## src/rtl/sdr_pkg.sv

```systemverilog
// sdr_pkg: shared definitions for the sample deframer.
//   - frame marker / type codes and config reset values
//   - FSM state encoding
//   - config register bundle and its reset value
package sdr_pkg;

    localparam logic [7:0] SDR_SYNC_BYTE         = 8'hA5;
    localparam logic [7:0] SDR_TYPE_SAMPLES      = 8'h01;
    localparam logic [7:0] SDR_TYPE_CONFIG       = 8'h02;
    localparam logic [7:0] SDR_CFG_CLKS_DEFAULT  = 8'd1;
    localparam logic [7:0] SDR_CFG_STEPS_DEFAULT = 8'd63;

    // Config payload is exactly four bytes:
    // clks_per_step, steps_per_sample, mod_sel[1:0], enable[0]
    localparam logic [7:0] SDR_CFG_LEN = 8'd4;

    typedef enum logic [2:0] {
        ST_HUNT,
        ST_TYPE,
        ST_LEN,
        ST_PAYLOAD,
        ST_CHK
    } sdr_state_t;

    typedef struct packed {
        logic [7:0] clks_per_step;
        logic [7:0] steps_per_sample;
        logic [1:0] mod_sel;
        logic       enable;
    } sdr_cfg_t;

    function automatic sdr_cfg_t sdr_cfg_reset(input logic [7:0] clks,
                                               input logic [7:0] steps);
        sdr_cfg_t c;
        c.clks_per_step    = clks;
        c.steps_per_sample = steps;
        c.mod_sel          = 2'd0;
        c.enable           = 1'b0;
        return c;
    endfunction

endpackage

```

## src/rtl/sat_counter.sv

```systemverilog
// sat_counter: up-counter that sticks at all-ones instead of wrapping.
// Ports:
//   clk, rst  clock, async active-high reset (count -> 0)
//   inc       count up by one this cycle
//   count     current value
module sat_counter #(
    parameter int WIDTH = 16
) (
    input  logic             clk,
    input  logic             rst,
    input  logic             inc,
    output logic [WIDTH-1:0] count
);

    always_ff @(posedge clk or posedge rst) begin
        if (rst) begin
            count <= '0;
        end else if (inc && (count != {WIDTH{1'b1}})) begin
            count <= count + 1'b1;
        end
    end

endmodule

```

## src/rtl/sample_deframer.sv

```systemverilog
// sample_deframer: parses the host byte stream coming out of the FT245 RX
// path. Frame = SYNC, TYPE, LEN, LEN payload bytes, CHK, where CHK is the
// XOR of TYPE, LEN and all payload bytes.
//   - sample frames: each payload byte goes to the sample FIFO one cycle
//     after it is accepted (forwarded before CHK is known, never retracted)
//   - config frames: four payload bytes land in shadow registers and are
//     copied to cfg_* only when the frame checks out
//   - good/bad frame counts saturate at all-ones
// Ports:
//   clk, rst                  clock, async active-high reset
//   in_data/in_valid/in_ready byte stream from the FT245 interface
//   out_data/out_valid        FIFO write data / write enable
//   out_ready                 FIFO not full
//   cfg_*                     modulator configuration
//   frame_ok_cnt/_err_cnt     debug frame counters
module sample_deframer
    import sdr_pkg::*;
#(
    parameter logic [7:0] SYNC_BYTE         = SDR_SYNC_BYTE,
    parameter logic [7:0] TYPE_SAMPLES      = SDR_TYPE_SAMPLES,
    parameter logic [7:0] TYPE_CONFIG       = SDR_TYPE_CONFIG,
    parameter logic [7:0] CFG_CLKS_DEFAULT  = SDR_CFG_CLKS_DEFAULT,
    parameter logic [7:0] CFG_STEPS_DEFAULT = SDR_CFG_STEPS_DEFAULT
) (
    input  logic        clk,
    input  logic        rst,
    input  logic [7:0]  in_data,
    input  logic        in_valid,
    output logic        in_ready,
    output logic [7:0]  out_data,
    output logic        out_valid,
    input  logic        out_ready,
    output logic [7:0]  cfg_clks_per_step,
    output logic [7:0]  cfg_steps_per_sample,
    output logic [1:0]  cfg_mod_sel,
    output logic        cfg_enable,
    output logic [15:0] frame_ok_cnt,
    output logic [15:0] frame_err_cnt
);

    sdr_state_t state, state_nxt;

    logic [7:0] ftype;   // type byte of the frame in progress
    logic [7:0] len;     // declared payload length
    logic [7:0] remain;  // payload bytes still to come
    logic [7:0] csum;    // running XOR
    logic [7:0] pay_idx; // index of the current payload byte
    sdr_cfg_t   shadow;
    sdr_cfg_t   cfg;

    logic accept;
    logic is_sample;
    logic chk_good;
    logic ok_inc;
    logic err_inc;
    logic cfg_load;

    assign accept    = in_valid & in_ready;
    assign is_sample = (ftype == TYPE_SAMPLES);
    assign chk_good  = (in_data == csum);
    assign pay_idx   = len - remain;

    // ------------------------------------------------------------------
    // Backpressure: only sample payload bytes need a free output slot,
    // but the gate is applied to every payload byte so the handshake
    // does not depend on the frame type.
    // ------------------------------------------------------------------
    always_comb begin
        in_ready = 1'b1;
        if (state == ST_PAYLOAD) begin
            in_ready = !out_valid || out_ready;
        end
    end

    // ------------------------------------------------------------------
    // FSM
    // ------------------------------------------------------------------
    always_ff @(posedge clk or posedge rst) begin
        if (rst) begin
            state <= ST_HUNT;
        end else begin
            state <= state_nxt;
        end
    end

    always_comb begin
        state_nxt = state;
        ok_inc    = 1'b0;
        err_inc   = 1'b0;
        cfg_load  = 1'b0;
        if (accept) begin
            unique case (state)
                ST_HUNT: begin
                    if (in_data == SYNC_BYTE) begin
                        state_nxt = ST_TYPE;
                    end
                end
                ST_TYPE: begin
                    state_nxt = ST_LEN;
                end
                ST_LEN: begin
                    state_nxt = (in_data == 8'd0) ? ST_CHK : ST_PAYLOAD;
                end
                ST_PAYLOAD: begin
                    if (remain == 8'd1) begin
                        state_nxt = ST_CHK;
                    end
                end
                ST_CHK: begin
                    state_nxt = ST_HUNT;
                    if (ftype == TYPE_SAMPLES) begin
                        ok_inc  = chk_good;
                        err_inc = !chk_good;
                    end else if (ftype == TYPE_CONFIG) begin
                        if (chk_good && (len == SDR_CFG_LEN)) begin
                            ok_inc   = 1'b1;
                            cfg_load = 1'b1;
                        end else begin
                            err_inc = 1'b1;
                        end
                    end else begin
                        // Unknown type: always counted as bad, CHK ignored.
                        err_inc = 1'b1;
                    end
                end
                default: begin
                    state_nxt = ST_HUNT;
                end
            endcase
        end
    end

    // ------------------------------------------------------------------
    // Frame header / checksum datapath
    // ------------------------------------------------------------------
    always_ff @(posedge clk or posedge rst) begin
        if (rst) begin
            ftype  <= 8'd0;
            len    <= 8'd0;
            remain <= 8'd0;
            csum   <= 8'd0;
        end else if (accept) begin
            unique case (state)
                ST_TYPE: begin
                    ftype <= in_data;
                    csum  <= in_data;
                end
                ST_LEN: begin
                    len    <= in_data;
                    remain <= in_data;
                    csum   <= csum ^ in_data;
                end
                ST_PAYLOAD: begin
                    remain <= remain - 8'd1;
                    csum   <= csum ^ in_data;
                end
                default: begin
                end
            endcase
        end
    end

    // ------------------------------------------------------------------
    // Config shadow and live registers. Bytes past the fourth of an
    // over-long config frame are ignored; such a frame is never applied.
    // ------------------------------------------------------------------
    always_ff @(posedge clk or posedge rst) begin
        if (rst) begin
            shadow <= sdr_cfg_reset(CFG_CLKS_DEFAULT, CFG_STEPS_DEFAULT);
        end else if (accept && (state == ST_PAYLOAD) && (ftype == TYPE_CONFIG)) begin
            unique case (pay_idx)
                8'd0:    shadow.clks_per_step    <= in_data;
                8'd1:    shadow.steps_per_sample <= in_data;
                8'd2:    shadow.mod_sel          <= in_data[1:0];
                8'd3:    shadow.enable           <= in_data[0];
                default: begin
                end
            endcase
        end
    end

    always_ff @(posedge clk or posedge rst) begin
        if (rst) begin
            cfg <= sdr_cfg_reset(CFG_CLKS_DEFAULT, CFG_STEPS_DEFAULT);
        end else if (cfg_load) begin
            cfg <= shadow;
        end
    end

    assign cfg_clks_per_step    = cfg.clks_per_step;
    assign cfg_steps_per_sample = cfg.steps_per_sample;
    assign cfg_mod_sel          = cfg.mod_sel;
    assign cfg_enable           = cfg.enable;

    // ------------------------------------------------------------------
    // Output register. A new byte can only be accepted when the slot is
    // empty or draining this cycle, so the load never overwrites a byte
    // the FIFO has not taken.
    // ------------------------------------------------------------------
    always_ff @(posedge clk or posedge rst) begin
        if (rst) begin
            out_data  <= 8'd0;
            out_valid <= 1'b0;
        end else if (accept && (state == ST_PAYLOAD) && is_sample) begin
            out_data  <= in_data;
            out_valid <= 1'b1;
        end else if (out_ready) begin
            out_valid <= 1'b0;
        end
    end

    // ------------------------------------------------------------------
    // Frame counters
    // ------------------------------------------------------------------
    sat_counter #(.WIDTH(16)) u_ok_cnt (
        .clk   (clk),
        .rst   (rst),
        .inc   (ok_inc),
        .count (frame_ok_cnt)
    );

    sat_counter #(.WIDTH(16)) u_err_cnt (
        .clk   (clk),
        .rst   (rst),
        .inc   (err_inc),
        .count (frame_err_cnt)
    );

endmodule

```

## config.mk

```make
export PLATFORM = sky130hd
export DESIGN_NAME = sample_deframer
export DESIGN_NICKNAME = d
export VERILOG_FILES = /design/src/rtl/sdr_pkg.sv /design/src/rtl/sat_counter.sv /design/src/rtl/sample_deframer.sv
export SDC_FILE = /design/constraint.sdc
export NUM_CORES = 1
export LEC_CHECK = 0
export CORE_UTILIZATION = 30
export CTS_CLUSTER_SIZE = 10
export DETAILED_ROUTE_END_ITERATION = 12
export SLEW_MARGIN = 25
export SYNTH_ARGS = -nofsm -noshare
export SYNTH_HDL_FRONTEND = slang
export SYNTH_SLANG_ARGS = --single-unit
export TNS_END_PERCENT = 5
```

## constraint.sdc

```tcl
create_clock -name clk -period 4.7 [get_ports clk]
set_clock_uncertainty 0.05 [all_clocks]
set_input_delay 0.47 -clock clk [delete_from_list [all_inputs] [get_ports clk]]
set_output_delay 0.47 -clock clk [all_outputs]
set_load 0.05 [all_outputs]
```

# Word-level counts from Yosys, hierarchy flattened
# Index checks and enable logic that the tools add are counted.
# word_totals
word_cells,87
in_bits,12
ff_bits,114
# classes
addsub,4
eq_ne,17
mux,22
bitwise_logic,2
n_reduce_logical,25
# ops
cell,n
$add 16x1->16 const B,2
$ne 16x16->1 const B,2
$pmux 8 s2,2
$eq 8x1->1 const B,3
$eq 8x2->1 const B,3
$logic_not 8->1,2
$mux 1,16
$reduce_and 2->1,8
$pmux 3 s4,1
$mux 3,3
$eq 8x3->1 const B,1
$eq 8x8->1,1
$eq 8x8->1 const B,1
$sub 8x1->8 const B,1
$sub 8x8->8,1
$xor 8x8->8,1
$eq 3x2->1 const B,2
$logic_and 1x1->1,6
$reduce_bool 2->1,3
$ne 2x2->1 const B,2
$eq 3x1->1 const B,1
$eq 3x3->1 const B,1
$logic_not 3->1,1
$reduce_and 3->1,1
4 further kinds,5

# Logic depth before layout (Yosys ltp)
# depth
word_depth,8
ltp_mapped,9
depth_no_buf,9

# Cells and area by module
# A second synthesis with hierarchy kept.
# hier_totals
cells_unflattened,484
area_unflattened_um2,5650.4
# by_module_without_submodules
module,n_inst,cells_per_inst,area_each_um2,seq_area_each_um2
sample_deframer,1,342,4038.9,2069.5
sat_counter,2,71,805.8,400.4

# Worst setup path after synthesis
# No wires, ideal clock.
# synth_timing
kind,register to register
start,register remain[0]
end,register shadow[9] in the netlist's numbering
arrival_time_ns,2.625
setup_slack_ns,1.901
synth_period_minus_slack_ns,2.799
path_stages_with_launch,9
path_buffers,0
t_required_ns,4.525
cell_sequence,dfrtp_1 -> ha_1 -> fa_1 -> nand2b_1 -> a21oi_1 -> mux2i_1 -> o21ai_0 -> nor4_4 -> mux2_2
# synth_via
elab_chain_cells,3
# synth_lines
item,line,text
start: declaration,sample_deframer.sv:45,logic [7:0] remain;
start signal: assignment,sample_deframer.sv:150,remain <= in_data;
start signal: assignment,sample_deframer.sv:154,remain <= remain - 8'd1;
$sub 8x8->8,sample_deframer.sv:61,assign pay_idx = len - remain;
$eq 8x1->1,sample_deframer.sv:171,unique case (pay_idx)
$reduce_and 2->1 (no line),-,
end signal: assignment,sample_deframer.sv:169,"shadow <= sdr_cfg_reset(CFG_CLKS_DEFAULT, CFG_STEPS_DEFAULT);"
end: declaration,sample_deframer.sv:48,sdr_cfg_t shadow;
# Every way passes these cells.
# A chain may end at the register's enable or synchronous reset.

# Worst setup path after layout
# Ends and elaborated chain as after synthesis.

==> flow_metrics.tcl <==
set metrics [dict create \
    drc 0 \
    regToRegEndpoint "shadow[9]$_DFFE_PP0P_" \
    area.growth.synth_to_final_pct 29.2 \
    root_buffer "clkbuf_16" \
    final_max_slew_viol_count 0 \
    fin_tns_setup_ns 0 \
    rows 49 \
    first_global_vias 3959 \
    ys_async_sr_fraction_pct 100 \
    worstPathArrival_ns 3.36 \
    grt.total_usage_pct 14.7 \
    dieArea_um2 18800 \
    worstPathRequired_ns 4.95 \
    max_freq_ghz 0.322 \
    ys_ff_latch 114 \
    min_period_over_period_pct 66.1 \
    clkLatencyLatePin_ns 0.41 \
    critPathCaptureType "register" \
    critPathKind "register to register" \
    powerDensity_nw_per_um2 560 \
    yosysTopAreaCellShare_pct 45.6 \
    synth_area_leaders "dfrtp_1 (46%), mux2_2 (12%), dfstp_2 (6.7%)" \
    synthDistinctLibCells 47 \
    max-slew-margin-rel_pct 39.9 \
    boundaryPins 73 \
    avgSynthCellArea_um2 11.6 \
    finalSetupViolCount 0 \
    ys_warn_count 0 \
    postRouteAntennaNets 0 \
    core_area_um2 18000 \
    worstReg2RegStart "remain[0]$_DFFE_PP0P_" \
    grt_max_degree 90 \
    synth_cells 474 \
    endpoint "shadow[9]$_DFFE_PP0P_" \
    cts_tree "built" \
    wl_per_cell_um 16.0 \
    grt-ovfl-total 0 \
    grt_pass1_wl_mm 21.1 \
    hold_class "register to register" \
    fin_crit_ns 3.11 \
    vias 3940 \
    cap_violations 0 \
    via_per_inst 4.96 \
    place.detailed.hpwl_mm 8.58 \
    clk_pin_slew_ns 0.06 \
    io_buffers 72 \
    numCtsBuffers 17 \
    dr.pass1.iters 8 \
    drive_above_1_share_pct 21.9 \
    cts_buffer_depth 2 \
    nNetsFinal 577 \
    die_h_um 137 \
    max-vdd-ir-drop_mv 0.299 \
    place_area_um2 6470 \
    hold_viol 0 \
    crit_start "remain[0]$_DFFE_PP0P_" \
    tightest_slew_ns 0.899 \
    worstRegToRegCells 8 \
    cts_setup_buffers 0 \
    setup.worst_path.start_class "register" \
    seq_area_frac_synth_pct 52.3 \
    floorplan.initialDensity_pct 30.5 \
    clock-sinks 114 \
    ff2ff_setup_slack_ns 1.59 \
    synthFlopType "dfrtp_1" \
    first_iter_violations 187 \
    htree_num_levels 4 \
    synth_top_area_cell "dfrtp_1" \
    place_congestion 0.799 \
    hold_buffers 0 \
    synth_area_um2 5490 \
    leakage_nw 3.04 \
    status "finished clean" \
    routed_wl_mm 12.7 \
    syn_nets 499 \
    dieWidth_um 137 \
    synth-edff-count 0 \
    antenna_found_initial 0 \
    finalInstanceArea_um2 7090 \
    path_max_fanout 8 \
    diodes 0 \
    rsz0062_at_grt "no" \
    post_cts_resize_count 0 \
]
-- cells in the final DEF (no fill, tap or decap), types with 3 or more instances in the layout --
| cell | synthesis | routed |
|---|---|---|
| a211oi_1 | 3 | 3 |
| a21o_1 | 3 | 3 |
| a21oi_1 | 24 | 24 |
| a311oi_1 | 8 | 8 |
| and2_1 | 3 | 3 |
| and3_1 | 14 | 14 |
| and4_1 | 3 | 3 |
| buf_4 | 0 | 5 |
| bufinv_16 | 0 | 3 |
| clkbuf_16 | 0 | 17 |
| clkdlybuf4s50_1 | 0 | 72 |
| clkinvlp_4 | 0 | 4 |
| dfrtp_1 | 100 | 100 |
| dfstp_2 | 14 | 14 |
| ha_1 | 12 | 12 |
| inv_1 | 13 | 12 |
| inv_6 | 0 | 5 |
| mux2_2 | 60 | 60 |
| nand2_1 | 33 | 33 |
| nand2b_1 | 5 | 5 |
| nand3_1 | 15 | 15 |
| nand4_1 | 16 | 16 |
| nor2_1 | 20 | 20 |
| nor2b_1 | 5 | 5 |
| nor3_1 | 11 | 11 |
| nor3b_1 | 3 | 3 |
| nor4_1 | 7 | 7 |
| nor4_4 | 3 | 3 |
| o21ai_0 | 13 | 13 |
| xnor2_1 | 34 | 34 |
| xor2_1 | 6 | 6 |
-- flip-flops by register name (all words and copies together), names as in the netlist --
| name | cells |
|---|---|
| shadow | 19 |
| u_err_cnt.count | 16 |
| u_ok_cnt.count | 16 |
| cfg_clks_per_step | 8 |
| cfg_steps_per_sample | 8 |
| csum | 8 |
| ftype | 8 |
| len | 8 |
| out_data | 8 |
| remain | 8 |
| state | 3 |
| cfg_mod_sel | 2 |
| cfg_enable | 1 |
| out_valid | 1 |
-- worst max-delay path, cell delays in order (launching register included) --
cell,delay [ns]
dfrtp_1,0.46
ha_1,0.23
fa_1,0.39
nand2b_1,0.16
a21oi_1,0.16
mux2i_1,0.20
o21ai_0,0.31
nor4_4,0.64
mux2_2,0.40
-- cell type report --
cell class | instances | area [um2]
Timing Repair Buffer | 77 | 758
Multi-Input combinational cell | 329 | 2500
Fill cell | 1709 | 10900
Clock inverter | 14 | 178
Clock buffer | 18 | 439
Inverter | 13 | 53.8
Sequential cell | 114 | 2870
Tap cell | 229 | 287
-- cell families (layout without fill, tap and decap cells) --
kind of cell / count (synthesis) / in the layout / share of synthesized area [%]
simple gates: 148 / 148 / 15.2
buf+inv: 31 / 122 / 2.24
mux: 63 / 63 / 12.9
xor+xnor: 40 / 40 / 6.39
compound gates: 65 / 65 / 7.80
fa+ha+maj: 13 / 13 / 3.10
flops: 114 / 114 / 52.3
-- routing by layer --
metal | vias up | GRT usage (%) | routed length, um
li1 | 1868 | - | -
met1 | 1971 | 19.9 | 6100
met2 | 87 | 22.3 | 5850
met3 | 14 | 3.97 | 565
met4 | 0 | 5.74 | 203
met5 | - | 0 | 0
-- where the power goes --
part	switching (mW)	leakage (nW)	internal, mW
Clock	0.482	0.290	0.853
Sequential	0.200	1.46	1.17
Combinational	0.753	1.29	0.512
-- Yosys cell counts, drive strengths merged, types with 4 or more instances --
| library cell | instances |
|---|---|
| mux2 | 62 |
| clkbuf | 13 |
| nor2b | 5 |
| dfstp | 14 |
| nor3 | 11 |
| a21oi | 24 |
| nand3 | 15 |
| a211oi | 4 |
| ha | 12 |
| and3 | 14 |
| buf | 5 |
| nand2b | 5 |
| nand4 | 16 |
| xnor2 | 34 |
| dfrtp | 100 |
| a311oi | 8 |
| xor2 | 6 |
| nor2 | 20 |
| o21ai | 13 |
| nand2 | 34 |
| inv | 13 |
| nor4 | 10 |
-- worst min path at each step --
stage	from	endpoint	depth (start not counted)
2_1_floorplan	shadow[10]$_DFFE_PP0P_	shadow[10]$_DFFE_PP0P_	1
3_3_place_gp	shadow[10]$_DFFE_PP0P_	shadow[10]$_DFFE_PP0P_	1
3_5_place_dp	shadow[10]$_DFFE_PP0P_	shadow[10]$_DFFE_PP0P_	1
4_1_cts	shadow[10]$_DFFE_PP0P_	shadow[10]$_DFFE_PP0P_	1
5_1_grt	shadow[10]$_DFFE_PP0P_	shadow[10]$_DFFE_PP0P_	1
6_report	shadow[10]$_DFFE_PP0P_	shadow[10]$_DFFE_PP0P_	1
-- per-stage QoR --
stage | setup WS, ns | hold WS, ns | power, mW | instances | util, %
3_3_place_gp | 1.44 | 0.415 | 2.58 | 762 | 36.0
5_1_grt | 1.39 | 0.457 | 4.20 | 794 | 39.5
2_1_floorplan | 1.19 | 0.404 | 2.32 | 474 | -
6_report | 1.59 | 0.436 | 3.97 | 794 | 39.5
4_1_cts | 1.59 | 0.443 | 3.99 | 794 | 39.5
3_5_place_dp | 1.45 | 0.421 | 2.63 | 762 | 36.0
(Power assumes the default switching activity.)
